$ cat config.mk
export PLATFORM = sky130hd
export DESIGN_NAME = reply_arbiter
export DESIGN_NICKNAME = d
export VERILOG_FILES = /design/src/rtl/reply_arbiter.sv
export SDC_FILE = /design/constraint.sdc
export NUM_CORES = 1
export LEC_CHECK = 0
export CAP_MARGIN = 5
export CORE_ASPECT_RATIO = 0.9
export CORE_MARGIN = 5
export CORE_UTILIZATION = 43
export CTS_CLUSTER_DIAMETER = 30
export DETAILED_ROUTE_END_ITERATION = 10
export GPL_TIMING_DRIVEN = 0
export PLACE_DENSITY = 0.8
export SLEW_MARGIN = 40
export SYNTH_ARGS = -nofsm -noshare
export SYNTH_HDL_FRONTEND = slang
export SYNTH_SLANG_ARGS = --single-unit
export TNS_END_PERCENT = 30
$ cat constraint.sdc
create_clock -name clk -period 2.3 [get_ports clk]
set_clock_uncertainty 0.15 [all_clocks]
set_input_delay 0.69 -clock clk [delete_from_list [all_inputs] [get_ports clk]]
set_output_delay 0.69 -clock clk [all_outputs]
set_load 0.02 [all_outputs]
$ cat src/rtl/reply_arbiter.sv
// reply_arbiter: three-way round-robin arbiter that merges requester byte
// streams into reply packets of at most MAX_LEN data bytes for the FX2.
// Ports: clk, reset (sync, active-high); req_data/req_rdy/req_last in,
// req_ack out; reply/reply_rdy/reply_end out, reply_ack in;
// grant_id (2'b11 = none) and sticky underrun out.
// Build option: define REPLY_ARB_HEADER_EN to prefix each packet with
// a header byte {4'hA, 2'b00, grant_id}.
module reply_arbiter #(
  parameter int unsigned MAX_LEN = 64,
  parameter logic [7:0]  PAD     = 8'h00
) (
  input  logic        clk,
  input  logic        reset,
  input  logic [23:0] req_data,
  input  logic [2:0]  req_rdy,
  input  logic [2:0]  req_last,
  output logic [2:0]  req_ack,
  output logic [7:0]  reply,
  output logic        reply_rdy,
  input  logic        reply_ack,
  output logic        reply_end,
  output logic [1:0]  grant_id,
  output logic        underrun
);

  typedef enum logic [1:0] {
    IDLE = 2'd0,
    HDR  = 2'd1,
    DATA = 2'd2,
    DONE = 2'd3
  } state_t;

  localparam logic [7:0] LAST_CNT = 8'(MAX_LEN - 1);
  localparam logic [1:0] NO_GNT   = 2'b11;

  state_t     state_q, state_d;
  logic [1:0] grant_id_q, grant_id_d;
  logic [1:0] rr_q, rr_d;
  logic [7:0] count_q, count_d;
  logic       underrun_q, underrun_d;

  logic [1:0] pick;
  logic [7:0] lane_byte;
  logic       lane_rdy;
  logic       lane_last;
  logic       data_end;

  // Round-robin search starting one past the last granted requester.
  always_comb begin
    pick = NO_GNT;
    unique case (rr_q)
      2'd0: begin
        if (req_rdy[1])      pick = 2'd1;
        else if (req_rdy[2]) pick = 2'd2;
        else if (req_rdy[0]) pick = 2'd0;
      end
      2'd1: begin
        if (req_rdy[2])      pick = 2'd2;
        else if (req_rdy[0]) pick = 2'd0;
        else if (req_rdy[1]) pick = 2'd1;
      end
      default: begin
        if (req_rdy[0])      pick = 2'd0;
        else if (req_rdy[1]) pick = 2'd1;
        else if (req_rdy[2]) pick = 2'd2;
      end
    endcase
  end

  // Granted lane mux; an idle grant id selects nothing.
  always_comb begin
    lane_byte = 8'h00;
    lane_rdy  = 1'b0;
    lane_last = 1'b0;
    unique case (grant_id_q)
      2'd0: begin
        lane_byte = req_data[7:0];
        lane_rdy  = req_rdy[0];
        lane_last = req_last[0];
      end
      2'd1: begin
        lane_byte = req_data[15:8];
        lane_rdy  = req_rdy[1];
        lane_last = req_last[1];
      end
      2'd2: begin
        lane_byte = req_data[23:16];
        lane_rdy  = req_rdy[2];
        lane_last = req_last[2];
      end
      default: ;
    endcase
  end

  // Packet ends on the requester's last byte or at the length cap.
  assign data_end = (lane_rdy & lane_last) | (count_q == LAST_CNT);

  // Outputs are held quiet while reset is asserted so an abandoned
  // packet never shows reply_end or a stray ack.
  always_comb begin
    reply     = 8'h00;
    reply_rdy = 1'b0;
    reply_end = 1'b0;
    req_ack   = 3'b000;
    if (!reset) begin
      unique case (state_q)
        HDR: begin
          reply_rdy = 1'b1;
          reply     = {4'hA, 2'b00, grant_id_q};
        end
        DATA: begin
          reply_rdy = 1'b1;
          reply     = lane_rdy ? lane_byte : PAD;
          reply_end = data_end;
          unique case (grant_id_q)
            2'd0:    req_ack = {2'b00, reply_ack & lane_rdy};
            2'd1:    req_ack = {1'b0, reply_ack & lane_rdy, 1'b0};
            2'd2:    req_ack = {reply_ack & lane_rdy, 2'b00};
            default: req_ack = 3'b000;
          endcase
        end
        default: ;
      endcase
    end
  end

  always_comb begin
    state_d    = state_q;
    grant_id_d = grant_id_q;
    rr_d       = rr_q;
    count_d    = count_q;
    underrun_d = underrun_q;
    unique case (state_q)
      IDLE: begin
        if (pick != NO_GNT) begin
          grant_id_d = pick;
          rr_d       = pick;
          count_d    = 8'h00;
`ifdef REPLY_ARB_HEADER_EN
          state_d    = HDR;
`else
          state_d    = DATA;
`endif
        end
      end
      HDR: begin
`ifdef REPLY_ARB_HEADER_EN
        count_d = 8'h00;
        if (reply_ack) state_d = DATA;
`else
        state_d = IDLE;
`endif
      end
      DATA: begin
        if (reply_ack) begin
          // An underrun still consumes a slot: PAD counts as data.
          count_d = count_q + 8'h01;
          if (!lane_rdy) underrun_d = 1'b1;
          if (data_end)  state_d    = DONE;
        end
      end
      DONE: begin
        state_d    = IDLE;
        grant_id_d = NO_GNT;
      end
      default: state_d = IDLE;
    endcase
  end

  always_ff @(posedge clk) begin
    if (reset) begin
      state_q    <= IDLE;
      grant_id_q <= NO_GNT;
      rr_q       <= 2'd2;
      count_q    <= 8'h00;
      underrun_q <= 1'b0;
    end else begin
      state_q    <= state_d;
      grant_id_q <= grant_id_d;
      rr_q       <= rr_d;
      count_q    <= count_d;
      underrun_q <= underrun_d;
    end
  end

  assign grant_id = grant_id_q;
  assign underrun = underrun_q;

endmodule

==> impl_table.tex, run 1 <==
\begin{tabular}{lr}
\hline
Metric & Value \\
\hline
\multicolumn{2}{l}{\textbf{Outcome}} \\
Result of the run & finished with violations \\
Violated checks & setup timing \\
\multicolumn{2}{l}{\textbf{Global routing}} \\
GRT Residual Overflow & 0 \\
Overall global routing resource usage & 0.223 \\
Antenna violations before repair & 0 \\
Wire length of the first global-routing pass & around 6800 um \\
Largest net degree at the start of global routing & 11 \\
Vias in the first global route & approximately 1,500 \\
\multicolumn{2}{l}{\textbf{Die}} \\
Height of the chip & $\sim$60 um \\
Full die area & 0.00401 mm2 \\
Core Region & approximately 0.0027 mm2 \\
Die extent in x & around 66 um \\
Starting utilization of the core area & 0.445 \\
Number of ports placed on the die boundary & 49 \\
Number of rows in the core area & 18 \\
\multicolumn{2}{l}{\textbf{Timing}} \\
Rel. slew slack & 0.690 \\
Sum of negative setup slack & -1.86 ns \\
Total count of hold-check failures in the final report & 0 \\
Setup repair after global routing missed its margin & yes \\
Final period demand of the worst path & between 2 and 3 ns \\
FMAX & just under 0.4 GHz \\
Number of slew-limit violations in the final report & 0 \\
Transition at the pin with the smallest max-transition slack & $\sim$0.47 ns \\
Fraction of the cycle the final worst path needs & 1.11 \\
Final number of setup-violating endpoints & 9 \\
Setup slack of the critical path after layout & -0.260 ns \\
\multicolumn{2}{l}{\textbf{Logic synthesis}} \\
Most frequently used flop master after synthesis & sky130\_fd\_sc\_hd\_\_dfxtp\_1 \\
Post-synthesis area per instance & between 7 and 8 um2 \\
Syn Inst Count & roughly 160 \\
Number of synthesized flops with an enable pin & 0 \\
Synth warn & 0 \\
Area share of the largest cell type after synthesis & 0.246 \\
Cell types occupying the most area after synthesis & sky130\_fd\_sc\_hd\_\_dfxtp\_1, sky130\_fd\_sc\_hd\_\_mux2i\_1, sky130\_fd\_sc\_hd\_\_nor2\_1 \\
Nets in the synthesized netlist & roughly 200 \\
Synth Cell Area & 0.00122 mm2 \\
Cell taking the most area after synthesis & sky130\_fd\_sc\_hd\_\_dfxtp\_1 \\
Sequential share of the synthesized area & 0.246 \\
Proportion of synthesized flip-flops having asynchronous set or reset & 0 \\
Number of distinct standard cells referenced by the synthesized netlist & 41 \\
Flops \& latches, synth & 15 \\
\multicolumn{2}{l}{\textbf{Critical path}} \\
Critical Path Slowest Stage Cell & sky130\_fd\_sc\_hd\_\_clkdlybuf4s50\_1 \\
Crit path max fanout & 1 \\
Required time at the endpoint of the critical path & roughly 1.5 ns \\
Worst endpoint data arrival time & between 1.5 and 2 ns \\
CP peak stage delay & 0.42 ns \\
Critical path capture point type & primary output \\
Startpoint types & input pin \\
Critical path cell sequence & clkdlybuf4s50\_1, mux2i\_1, nor2\_1, a21oi\_2, nor2\_4, buf\_4 \\
WS Path Type & input pin to primary output \\
\multicolumn{2}{l}{\textbf{Place}} \\
Placer congestion estimate & $\sim$0.76 \\
Pre-CTS setup slack & -1.40 ns \\
Count of buffers inserted at the top-level ports & 47 \\
Cell area after placement & between 0.0015 and 0.002 mm2 \\
Post-detailed-placement half-perimeter wirelength & between 3000 and 4000 um \\
\multicolumn{2}{l}{\textbf{Cells and area}} \\
Fraction of layout instances using a drive strength above 1 & 0.387 \\
Total area of sequential cells & 312 um2 \\
Most used cells in the layout excluding fill and tap cells & sky130\_fd\_sc\_hd\_\_nor2\_1, sky130\_fd\_sc\_hd\_\_clkdlybuf4s50\_1, sky130\_fd\_sc\_hd\_\_buf\_4 \\
Multi-input gate area & approximately 0.0011 mm2 \\
Final cell utilization of the core & 0.790 \\
Filler cell count in the final layout & approximately 190 \\
Post-route cell area & roughly 0.0022 mm2 \\
Number of diodes & 0 \\
Area growth from synthesis to layout & 77.5\% \\
Final nets & 264 \\
\multicolumn{2}{l}{\textbf{Power}} \\
Leak & between 0.8 and 0.9 nW \\
Worst IR Drop VDD & roughly 0.00048 V \\
Power share of the combinational group & 0.650 \\
Fraction of power consumed by the clock network & 0.115 \\
Total power per unit cell area & 693 mW/mm2 \\
Relative contribution of sequential cells to total power & 0.235 \\
Reported net switching power & around 0.00065 W \\
Net switching share of the total power & 0.435 \\
Internal power contribution & about 0.00085 W \\
\multicolumn{2}{l}{\textbf{Drt}} \\
Total via count after detailed routing & around 1,500 \\
Wire per inst & approximately 17 um \\
Wire length after detailed routing & 4580 um \\
Number of detailed-route iterations in the first pass & 6 \\
Remaining routing DRC violations & 0 \\
Number of nets with antenna violations after routing & 0 \\
Vias/cell & 5.58 \\
Iteration-0 DRC count of the detailed router & about 130 \\
\multicolumn{2}{l}{\textbf{Worst hold path}} \\
Worst hold-check path type & flip-flop to flip-flop \\
\multicolumn{2}{l}{\textbf{CTS}} \\
Clock Sinks & 15 \\
Clk pin slew, worst setup/hold paths & around 0.1 ns \\
Clock Latency Late Sink & $\sim$0.32 ns \\
Post-CTS Hold Fix Bufs & 0 \\
Max Buffers Root-to-Sink & 2 \\
H-tree levels & 1 \\
CTS tree & yes \\
Clock root buffer & sky130\_fd\_sc\_hd\_\_clkbuf\_4 \\
Number of buffers added by the clock tree synthesis step & 3 \\
\multicolumn{2}{l}{\textbf{Run}} \\
Max\_cap viols & 0 \\
\hline
\end{tabular}
## path summary, 6_finish.rpt
path | startpoint | end | slack, ns | depth (start not counted)
worst max-delay path | req_data[20] | reply[4] | -0.26 | 6
worst min register to register | rr_q[0] | rr_q[0] | 0.36 | 2
worst max register to register | state_q[1] | count_q[5] | 0.47 | 8
worst min-delay path | rr_q[0] | rr_q[0] | 0.36 | 2
## per-layer routing
metal | vias up | track usage | wire [um]
met5 | - | 0 | 0
met4 | 0 | 0.119 | 130
met3 | 14 | 0.0593 | 171
met2 | 31 | 0.368 | 2380
met1 | 733 | 0.268 | 1900
li1 | 701 | - | -
## metrics by stage
step | hold WS (ns) | power (W) | std cells
after floorplan | 0.286 | 0.000876 | 161
after global placement | 0.304 | 0.00107 | 248
after detailed placement | 0.316 | 0.00109 | 248
after CTS | 0.330 | 0.00136 | 258
after global routing | 0.373 | 0.00160 | 265
final | 0.362 | 0.00150 | 265
## kinds of logic (layout without fill, tap and decap cells)
family          count (synthesis)  in the layout  synth area share
mux                            12             12            0.0993
flops                          15             15             0.246
fa+ha+maj                       5              5            0.0512
simple gates                   68             68             0.313
buf+inv                        18             82            0.0727
compound gates                 43             43             0.218
## cells in the mapped netlist (2+ instances only)
cell type,n
sky130_fd_sc_hd__a21oi_1,15
sky130_fd_sc_hd__buf_2,2
sky130_fd_sc_hd__buf_6,2
sky130_fd_sc_hd__clkbuf_1,5
sky130_fd_sc_hd__dfxtp_1,15
sky130_fd_sc_hd__ha_1,5
sky130_fd_sc_hd__inv_1,8
sky130_fd_sc_hd__mux2i_1,11
sky130_fd_sc_hd__nand2_1,9
sky130_fd_sc_hd__nand2b_1,6
sky130_fd_sc_hd__nand3_1,6
sky130_fd_sc_hd__nand3b_1,3
sky130_fd_sc_hd__nor2_1,24
sky130_fd_sc_hd__nor2b_1,4
sky130_fd_sc_hd__o21ai_0,9
sky130_fd_sc_hd__o21bai_1,3
sky130_fd_sc_hd__o22ai_1,3
sky130_fd_sc_hd__o32ai_1,4
sky130_fd_sc_hd__or2_1,3
sky130_fd_sc_hd__or2_2,2
sky130_fd_sc_hd__or3_1,2
## final cells by class
type	instances	area share
Buffer	10	0.0525
Clock buffer	3	0.0104
Clock inverter	1	0.00231
Inverter	8	0.0161
Multi-Input combinational cell	128	0.490
Sequential cell	15	0.144
Tap cell	40	0.0231
Timing Repair Buffer	60	0.262
## timing repair
item                                    CTS  global route
cloned                                    0             0
pin swaps                                13             7
endpoints found under the setup margin   13            13
setup buffers                             6             7
gates resized for setup                 126            34
## power groups by stage
stage               combinational (W)  sequential, W  clock (W)
floorplan                    0.000527       0.000349          0
global placement             0.000738       0.000333          0
detailed placement           0.000755       0.000335          0
CTS                          0.000859       0.000337   0.000167
global route                  0.00105       0.000358   0.000189
finish                       0.000977       0.000354   0.000172
## registers in the layout, summed over array words and instances, names as in the netlist
register  count
count_q       8
grant_id      2
state_q       2
underrun      1
rr_q          2
## critical path, delay by kind of cell
kind / cells / cell delay (ns)
compound gates: 1 / 0.17
buf+inv: 2 / 0.57
mux: 1 / 0.18
simple gates: 2 / 0.12
No activity file was read; power rests on OpenSTA's default activity.
==> run 2, diff against run 1 <==
Settings changed: ABC_AREA set to 1, CORE_UTILIZATION 43 to 40, PLACE_DENSITY 0.8 to 0.76.
Clock period 2.3 ns to 2.1 ns, I/O delays scaled along.
==> impl_table.tex, run 2 <==
\begin{tabular}{lr}
\hline
Metric & Value \\
\hline
\multicolumn{2}{l}{\textbf{Outcome}} \\
Result of the run & finished with violations \\
Violated checks & setup timing \\
\multicolumn{2}{l}{\textbf{Global routing}} \\
Vias in the first global route & between 1,000 and 1,500 \\
Overall global routing resource usage & 0.185 \\
Wire length of the first global-routing pass & around 7000 um \\
GRT Residual Overflow & 0 \\
Largest net degree at the start of global routing & 10 \\
Antenna violations before repair & 0 \\
\multicolumn{2}{l}{\textbf{Logic synthesis}} \\
Synth Cell Area & between 0.001 and 0.0015 mm2 \\
Most frequently used cell type in the post-synthesis netlist & sky130\_fd\_sc\_hd\_\_nand2\_1 \\
Proportion of synthesized area in mux cells & 0 \\
Top cell types by occurrence after synthesis & sky130\_fd\_sc\_hd\_\_nand2\_1, sky130\_fd\_sc\_hd\_\_nand3\_1, sky130\_fd\_sc\_hd\_\_inv\_1 \\
Number of distinct standard cells referenced by the synthesized netlist & 31 \\
Most frequently used flop master after synthesis & sky130\_fd\_sc\_hd\_\_dfxtp\_1 \\
Post-synthesis area per instance & approximately 6.7 um2 \\
XOR/XNOR share of the synthesized area & 0 \\
Largest family of logic cells by synthesized area & simple AND/OR/NAND/NOR gates \\
Proportion of synthesized flip-flops having asynchronous set or reset & 0 \\
Synthesized-area fraction occupied by and/or/nand/nor cells & 0.515 \\
Sequential share of the synthesized area & 0.224 \\
Synth warn & 0 \\
Number of synthesized flops with an enable pin & 0 \\
Nets in the synthesized netlist & around 240 \\
Share of synthesized cell area in full adder, half adder and majority cells & 0.0466 \\
Area share of the largest cell type after synthesis & 0.224 \\
Cell types occupying the most area after synthesis & sky130\_fd\_sc\_hd\_\_dfxtp\_1, sky130\_fd\_sc\_hd\_\_nand2\_1, sky130\_fd\_sc\_hd\_\_nand3\_1 \\
Flops \& latches, synth & 15 \\
Syn Inst Count & $\sim$200 \\
Cell taking the most area after synthesis & sky130\_fd\_sc\_hd\_\_dfxtp\_1 \\
Compound-Gate Fraction of Synth Area & 0.113 \\
\multicolumn{2}{l}{\textbf{Drt}} \\
Remaining routing DRC violations & 0 \\
Vias/cell & around 5.0 \\
Number of detailed-route iterations in the first pass & 5 \\
Wire per inst & 14.0 um \\
Number of nets with antenna violations after routing & 0 \\
Wire length after detailed routing & between 4000 and 5000 um \\
Iteration-0 DRC count of the detailed router & between 80 and 90 \\
Total via count after detailed routing & about 1,600 \\
\multicolumn{2}{l}{\textbf{Place}} \\
Count of buffers inserted at the top-level ports & 47 \\
Placer congestion estimate & roughly 0.78 \\
Pre-CTS setup slack & -1.06 ns \\
Post-detailed-placement half-perimeter wirelength & approximately 3000 um \\
\multicolumn{2}{l}{\textbf{Cells and area}} \\
Most common cell after layout, fill and taps aside & sky130\_fd\_sc\_hd\_\_nand2\_1 \\
Flip-flop count of the largest register, all copies and words added & 8 \\
Fraction of layout instances using a drive strength above 1 & 0.401 \\
Filler cell count in the final layout & around 270 \\
Area growth from synthesis to layout & 70.6\% \\
Final nets & about 310 \\
Top reg by flops & count\_q \\
Number of diodes & 0 \\
Most used cells in the layout excluding fill and tap cells & sky130\_fd\_sc\_hd\_\_nand2\_1, sky130\_fd\_sc\_hd\_\_clkdlybuf4s50\_1, sky130\_fd\_sc\_hd\_\_buf\_4 \\
\multicolumn{2}{l}{\textbf{Critical path}} \\
Worst setup startpoint & grant\_id[0] \\
CP peak stage delay & 0.33 ns \\
Required time at the endpoint of the critical path & about 1.3 ns \\
Category of cells accounting for the largest share of critical-path delay & buffers and inverters \\
Startpoint types & flip-flop \\
Buf+Inv Stages, Crit Path & 4 \\
End of the worst register-to-register path & count\_q[7] \\
Crit path max fanout & 8 \\
Critical path capture point type & primary output \\
Worst r2r src & state\_q[0] \\
Critical path cell sequence & buf\_6, buf\_6, nor2\_4, buf\_4, nand2\_1, nand3\_1, nand2\_1, nor2\_1, buf\_4 \\
Worst endpoint data arrival time & about 1.6 ns \\
WS Path Type & flip-flop to primary output \\
Critical Path Slowest Stage Cell & sky130\_fd\_sc\_hd\_\_dfxtp\_2 \\
Worst reg2reg setup slack & around 0.53 ns \\
Total number of cells along the worst setup path & 9 \\
Logic depth of the worst register-to-register path & 9 \\
\multicolumn{2}{l}{\textbf{Die}} \\
Number of ports placed on the die boundary & between 40 and 50 \\
Starting utilization of the core area & 0.406 \\
Die extent in x & slightly above 70 um \\
Core Region & around 0.0033 mm2 \\
Number of rows in the core area & 20 \\
Height of the chip & $\sim$65 um \\
Full die area & between 0.004 and 0.005 mm2 \\
\multicolumn{2}{l}{\textbf{Power}} \\
Total power of the final layout & around 0.0020 W \\
Total power per unit cell area & between 800 and 900 mW/mm2 \\
Internal power contribution & around 0.0011 W \\
Worst IR Drop VDD & 0.000662 V \\
Power share of the combinational group & 0.683 \\
Fraction of power consumed by the clock network & 0.121 \\
Relative contribution of sequential cells to total power & 0.196 \\
Net switching share of the total power & 0.468 \\
Leak & slightly above 1 nW \\
Reported net switching power & roughly 0.00094 W \\
\multicolumn{2}{l}{\textbf{CTS}} \\
Clock Sinks & 15 \\
Clk pin slew, worst setup/hold paths & 0.06 ns \\
Number of buffers added by the clock tree synthesis step & 3 \\
H-tree levels & 1 \\
Post-CTS Hold Fix Bufs & 0 \\
Clock Latency Late Sink & 0.26 ns \\
Max Buffers Root-to-Sink & 2 \\
Clock root buffer & sky130\_fd\_sc\_hd\_\_clkbuf\_8 \\
CTS tree & yes \\
\multicolumn{2}{l}{\textbf{Timing}} \\
Transition at the pin with the smallest max-transition slack & 0.304 ns \\
Setup repair after global routing missed its margin & yes \\
Total count of hold-check failures in the final report & 0 \\
Fraction of the cycle the final worst path needs & 1.14 \\
Final period demand of the worst path & approximately 2.4 ns \\
FMAX & $\sim$0.42 GHz \\
Sum of negative setup slack & -3.00 ns \\
Setup slack of the critical path after layout & -0.288 ns \\
Number of slew-limit violations in the final report & 0 \\
Final number of setup-violating endpoints & 13 \\
Rel. slew slack & 0.796 \\
\multicolumn{2}{l}{\textbf{Worst hold path}} \\
Hold wc startpoint & count\_q[1] \\
Worst-case hold path end point & count\_q[1] \\
Worst hold-check path type & flip-flop to flip-flop \\
Worst hold path cell count & 2 \\
\multicolumn{2}{l}{\textbf{Run}} \\
Max\_cap viols & 0 \\
\hline
\end{tabular}
[run 2: logic make-up (layout without fill, tap and decap cells)]
| kind of cell | count (synthesis) | in the layout |
|---|---|---|
| simple gates | 128 | 128 |
| buf+inv | 28 | 96 |
| compound gates | 25 | 25 |
| flops | 15 | 15 |
| fa+ha+maj | 5 | 5 |
[run 2: worst register-to-register path: cells and delay by family, from the launching register on]
kind / cells / cell delay, ns
DFF: 1 / 0.35
AOI/OAI and AO/OA: 1 / 0.16
adders and majority gates: 1 / 0.16
and+or+nand+nor: 3 / 0.31
buffers and inverters: 4 / 0.39
[run 2: final cells by class]
| cell class | instances | area (um2) | share of cell area |
|---|---|---|---|
| plain buffers | 4 | 61.3 | 0.0268 |
| inverters | 24 | 104 | 0.0454 |
| flip-flops and latches | 15 | 308 | 0.134 |
| repair buffers | 64 | 612 | 0.267 |
| well taps | 44 | 55.1 | 0.0241 |
| clock buffers | 3 | 41.3 | 0.0180 |
| clock inverters | 1 | 5.00 | 0.00219 |
| multi-input cells | 158 | 1100 | 0.482 |
[run 2: power by group through the flow]
stage | clock network, W | logic [W] | registers, W
floorplan | 0 | 0.000771 | 0.000403
global placement | 0 | 0.00103 | 0.000390
detailed placement | 0 | 0.00104 | 0.000391
CTS | 0.000242 | 0.00124 | 0.000391
global route | 0.000262 | 0.00147 | 0.000400
finish | 0.000243 | 0.00137 | 0.000394
[run 2: metal layers]
metal  vias to the layer above  wire [um]  track usage
met2                        45       2150        0.314
li1                        797          -            -
met3                         7        189       0.0295
met4                         0         51       0.0399
met5                         -          0            0
met1                       728       2000        0.246
[run 2: worst max-delay path by stage]
stage / to / slack, ns
after global placement: reply[0] / -1.04
final: reply[6] / -0.29
after floorplan: req_ack[0] / -0.06
after global routing: reply[0] / -0.36
after detailed placement: reply[0] / -1.06
after CTS: reply[5] / -0.26
[run 2: through the flow]
stage	std cells	area [um2]	utilization	hold WS [ns]
after floorplan	201	1450	-	0.299
after global placement	292	1970	0.597	0.302
after detailed placement	292	1970	0.597	0.320
after CTS	308	2220	0.671	0.307
after global routing	313	2290	0.693	0.368
final	313	2290	0.693	0.332
[run 2: timing repair]
item	in CTS	in global routing
pin swaps	27	8
buffers inserted	11	5
endpoints found under the setup margin	13	14
gates cloned	1	0
resized for setup	121	10
==> run 3, diff against run 2 <==
Settings changed: CORE_MARGIN 5 to 1.
==> impl_table.tex, run 3 (synthesis results as in run 2) <==
\begin{tabular}{lr}
\hline
Metric & Value \\
\hline
\multicolumn{2}{l}{\textbf{Outcome}} \\
Result of the run & finished with violations \\
Violated checks & setup timing \\
\multicolumn{2}{l}{\textbf{Timing}} \\
FMAX & approximately 0.42 GHz \\
Total count of hold-check failures in the final report & 0 \\
Rel. slew slack & 0.795 \\
Sum of negative setup slack & -3.08 ns \\
Transition at the pin with the smallest max-transition slack & around 0.31 ns \\
Final number of setup-violating endpoints & 13 \\
Final period demand of the worst path & 2.38 ns \\
Number of slew-limit violations in the final report & 0 \\
Setup repair after global routing missed its margin & yes \\
Fraction of the cycle the final worst path needs & 1.13 \\
Setup slack of the critical path after layout & -0.276 ns \\
\multicolumn{2}{l}{\textbf{Cells and area}} \\
Number of diodes & 0 \\
Area growth from synthesis to layout & 68.1\% \\
Flip-flop count of the largest register, all copies and words added & 8 \\
Top reg by flops & count\_q \\
Final nets & approximately 300 \\
Fraction of layout instances using a drive strength above 1 & 0.379 \\
Most common cell after layout, fill and taps aside & sky130\_fd\_sc\_hd\_\_nand2\_1 \\
Most used cells in the layout excluding fill and tap cells & sky130\_fd\_sc\_hd\_\_nand2\_1, sky130\_fd\_sc\_hd\_\_clkdlybuf4s50\_1, sky130\_fd\_sc\_hd\_\_nand3\_1 \\
\multicolumn{2}{l}{\textbf{Die}} \\
Number of rows in the core area & 19 \\
Number of ports placed on the die boundary & a little under 50 \\
Full die area & between 0.003 and 0.004 mm2 \\
Core Region & just over 0.003 mm2 \\
Height of the chip & 56.9 um \\
Die extent in x & roughly 63 um \\
Starting utilization of the core area & 0.431 \\
\multicolumn{2}{l}{\textbf{Critical path}} \\
Logic depth of the worst register-to-register path & 8 \\
Worst endpoint data arrival time & 1.60 ns \\
End of the worst register-to-register path & state\_q[0] \\
Worst reg2reg setup slack & between 0.4 and 0.5 ns \\
Worst r2r src & state\_q[0] \\
WS Path Type & flip-flop to primary output \\
Crit path max fanout & 7 \\
Worst setup startpoint & grant\_id[1] \\
Required time at the endpoint of the critical path & 1.32 ns \\
Startpoint types & flip-flop \\
Crit path to & reply[1] \\
Critical path capture point type & primary output \\
\multicolumn{2}{l}{\textbf{Global routing}} \\
Vias in the first global route & between 1,500 and 2,000 \\
GRT Residual Overflow & 0 \\
Largest net degree at the start of global routing & 9 \\
Wire length of the first global-routing pass & just over 7000 um \\
Overall global routing resource usage & 0.250 \\
Antenna violations before repair & 0 \\
\multicolumn{2}{l}{\textbf{Place}} \\
Post-detailed-placement half-perimeter wirelength & $\sim$2900 um \\
Count of buffers inserted at the top-level ports & 47 \\
Pre-CTS setup slack & -1.07 ns \\
Placer congestion estimate & 0.828 \\
\multicolumn{2}{l}{\textbf{Drt}} \\
Number of detailed-route iterations in the first pass & 4 \\
Total via count after detailed routing & roughly 1,600 \\
Vias/cell & 5.07 \\
Iteration-0 DRC count of the detailed router & 45 \\
Number of nets with antenna violations after routing & 0 \\
Wire length after detailed routing & $\sim$4200 um \\
Remaining routing DRC violations & 0 \\
Wire per inst & around 14 um \\
\multicolumn{2}{l}{\textbf{CTS}} \\
Max Buffers Root-to-Sink & 2 \\
Clock Sinks & 15 \\
CTS tree & yes \\
Number of buffers added by the clock tree synthesis step & 3 \\
Clock Latency Late Sink & around 0.26 ns \\
Clock root buffer & sky130\_fd\_sc\_hd\_\_clkbuf\_8 \\
Clk pin slew, worst setup/hold paths & 0.07 ns \\
Post-CTS Hold Fix Bufs & 0 \\
H-tree levels & 1 \\
\multicolumn{2}{l}{\textbf{Power}} \\
Total power per unit cell area & between 800 and 900 mW/mm2 \\
Worst IR Drop VDD & around 0.00067 V \\
Total power of the final layout & between 0.0015 and 0.002 W \\
Leak & 1.00 nW \\
\multicolumn{2}{l}{\textbf{Run}} \\
Max\_cap viols & 0 \\
\multicolumn{2}{l}{\textbf{Worst hold path}} \\
Worst hold-check path type & flip-flop to flip-flop \\
\hline
\end{tabular}
run 3: final cells by class:
class,count,area (um2)
fill,256,860
sequential,15,308
multi-input combinational,158,1100
clock buffer,4,45.0
tap,42,52.6
inverter,24,109
buffer,4,70.1
timing repair buffer,59,574
run 3: stage by stage:
| stage | area, um2 | hold WS (ns) | cells | utilization |
|---|---|---|---|---|
| detailed placement | 1970 | 0.315 | 290 | 0.633 |
| floorplan | 1450 | 0.299 | 201 | - |
| CTS | 2230 | 0.306 | 306 | 0.716 |
| global placement | 1970 | 0.306 | 290 | 0.633 |
| global route | 2250 | 0.342 | 306 | 0.724 |
| finish | 2250 | 0.313 | 306 | 0.724 |
run 3: repair_timing:
item / in CTS / in global routing
pin swaps: 22 / 2
gates cloned: 1 / 0
endpoints found under the setup margin: 13 / 14
hold endpoints to repair: 0 / 0
gates resized for setup: 123 / 8
setup buffers: 11 / 0
run 3: where the power goes:
part | total (W) | internal (W) | switching [W]
Combinational | 0.00131 | 0.000538 | 0.000772
Sequential | 0.000395 | 0.000346 | 0.0000485
Clock | 0.000250 | 0.000135 | 0.000115
Total | 0.00195 | 0.00102 | 0.000936
run 3: routing by layer:
layer | global-route usage | wire length, um | vias to the layer above
met1 | 0.335 | 1940 | 717
met2 | 0.424 | 1990 | 42
met5 | 0 | 0 | -
met4 | 0.0565 | 58 | 0
li1 | - | - | 785
met3 | 0.0400 | 179 | 8
run 3: worst max-delay path, cell delays in order (launching register included):
cell                      delay, ns
sky130_fd_sc_hd__dfxtp_2       0.33
sky130_fd_sc_hd__buf_8         0.14
sky130_fd_sc_hd__buf_12        0.12
sky130_fd_sc_hd__nor2_4        0.18
sky130_fd_sc_hd__nand2_1       0.10
sky130_fd_sc_hd__nand3_2       0.09
sky130_fd_sc_hd__nand3_4       0.07
sky130_fd_sc_hd__a21oi_4       0.16
sky130_fd_sc_hd__buf_6         0.13
run 3: worst min path at each step:
stage	startpoint	end	slack (ns)	cells past startpoint
floorplan	rr_q[1]	rr_q[1]	0.30	2
global placement	underrun	underrun	0.31	2
detailed placement	underrun	underrun	0.31	2
CTS	count_q[0]	count_q[0]	0.31	1
global route	count_q[0]	count_q[0]	0.34	1
finish	count_q[0]	count_q[0]	0.31	1
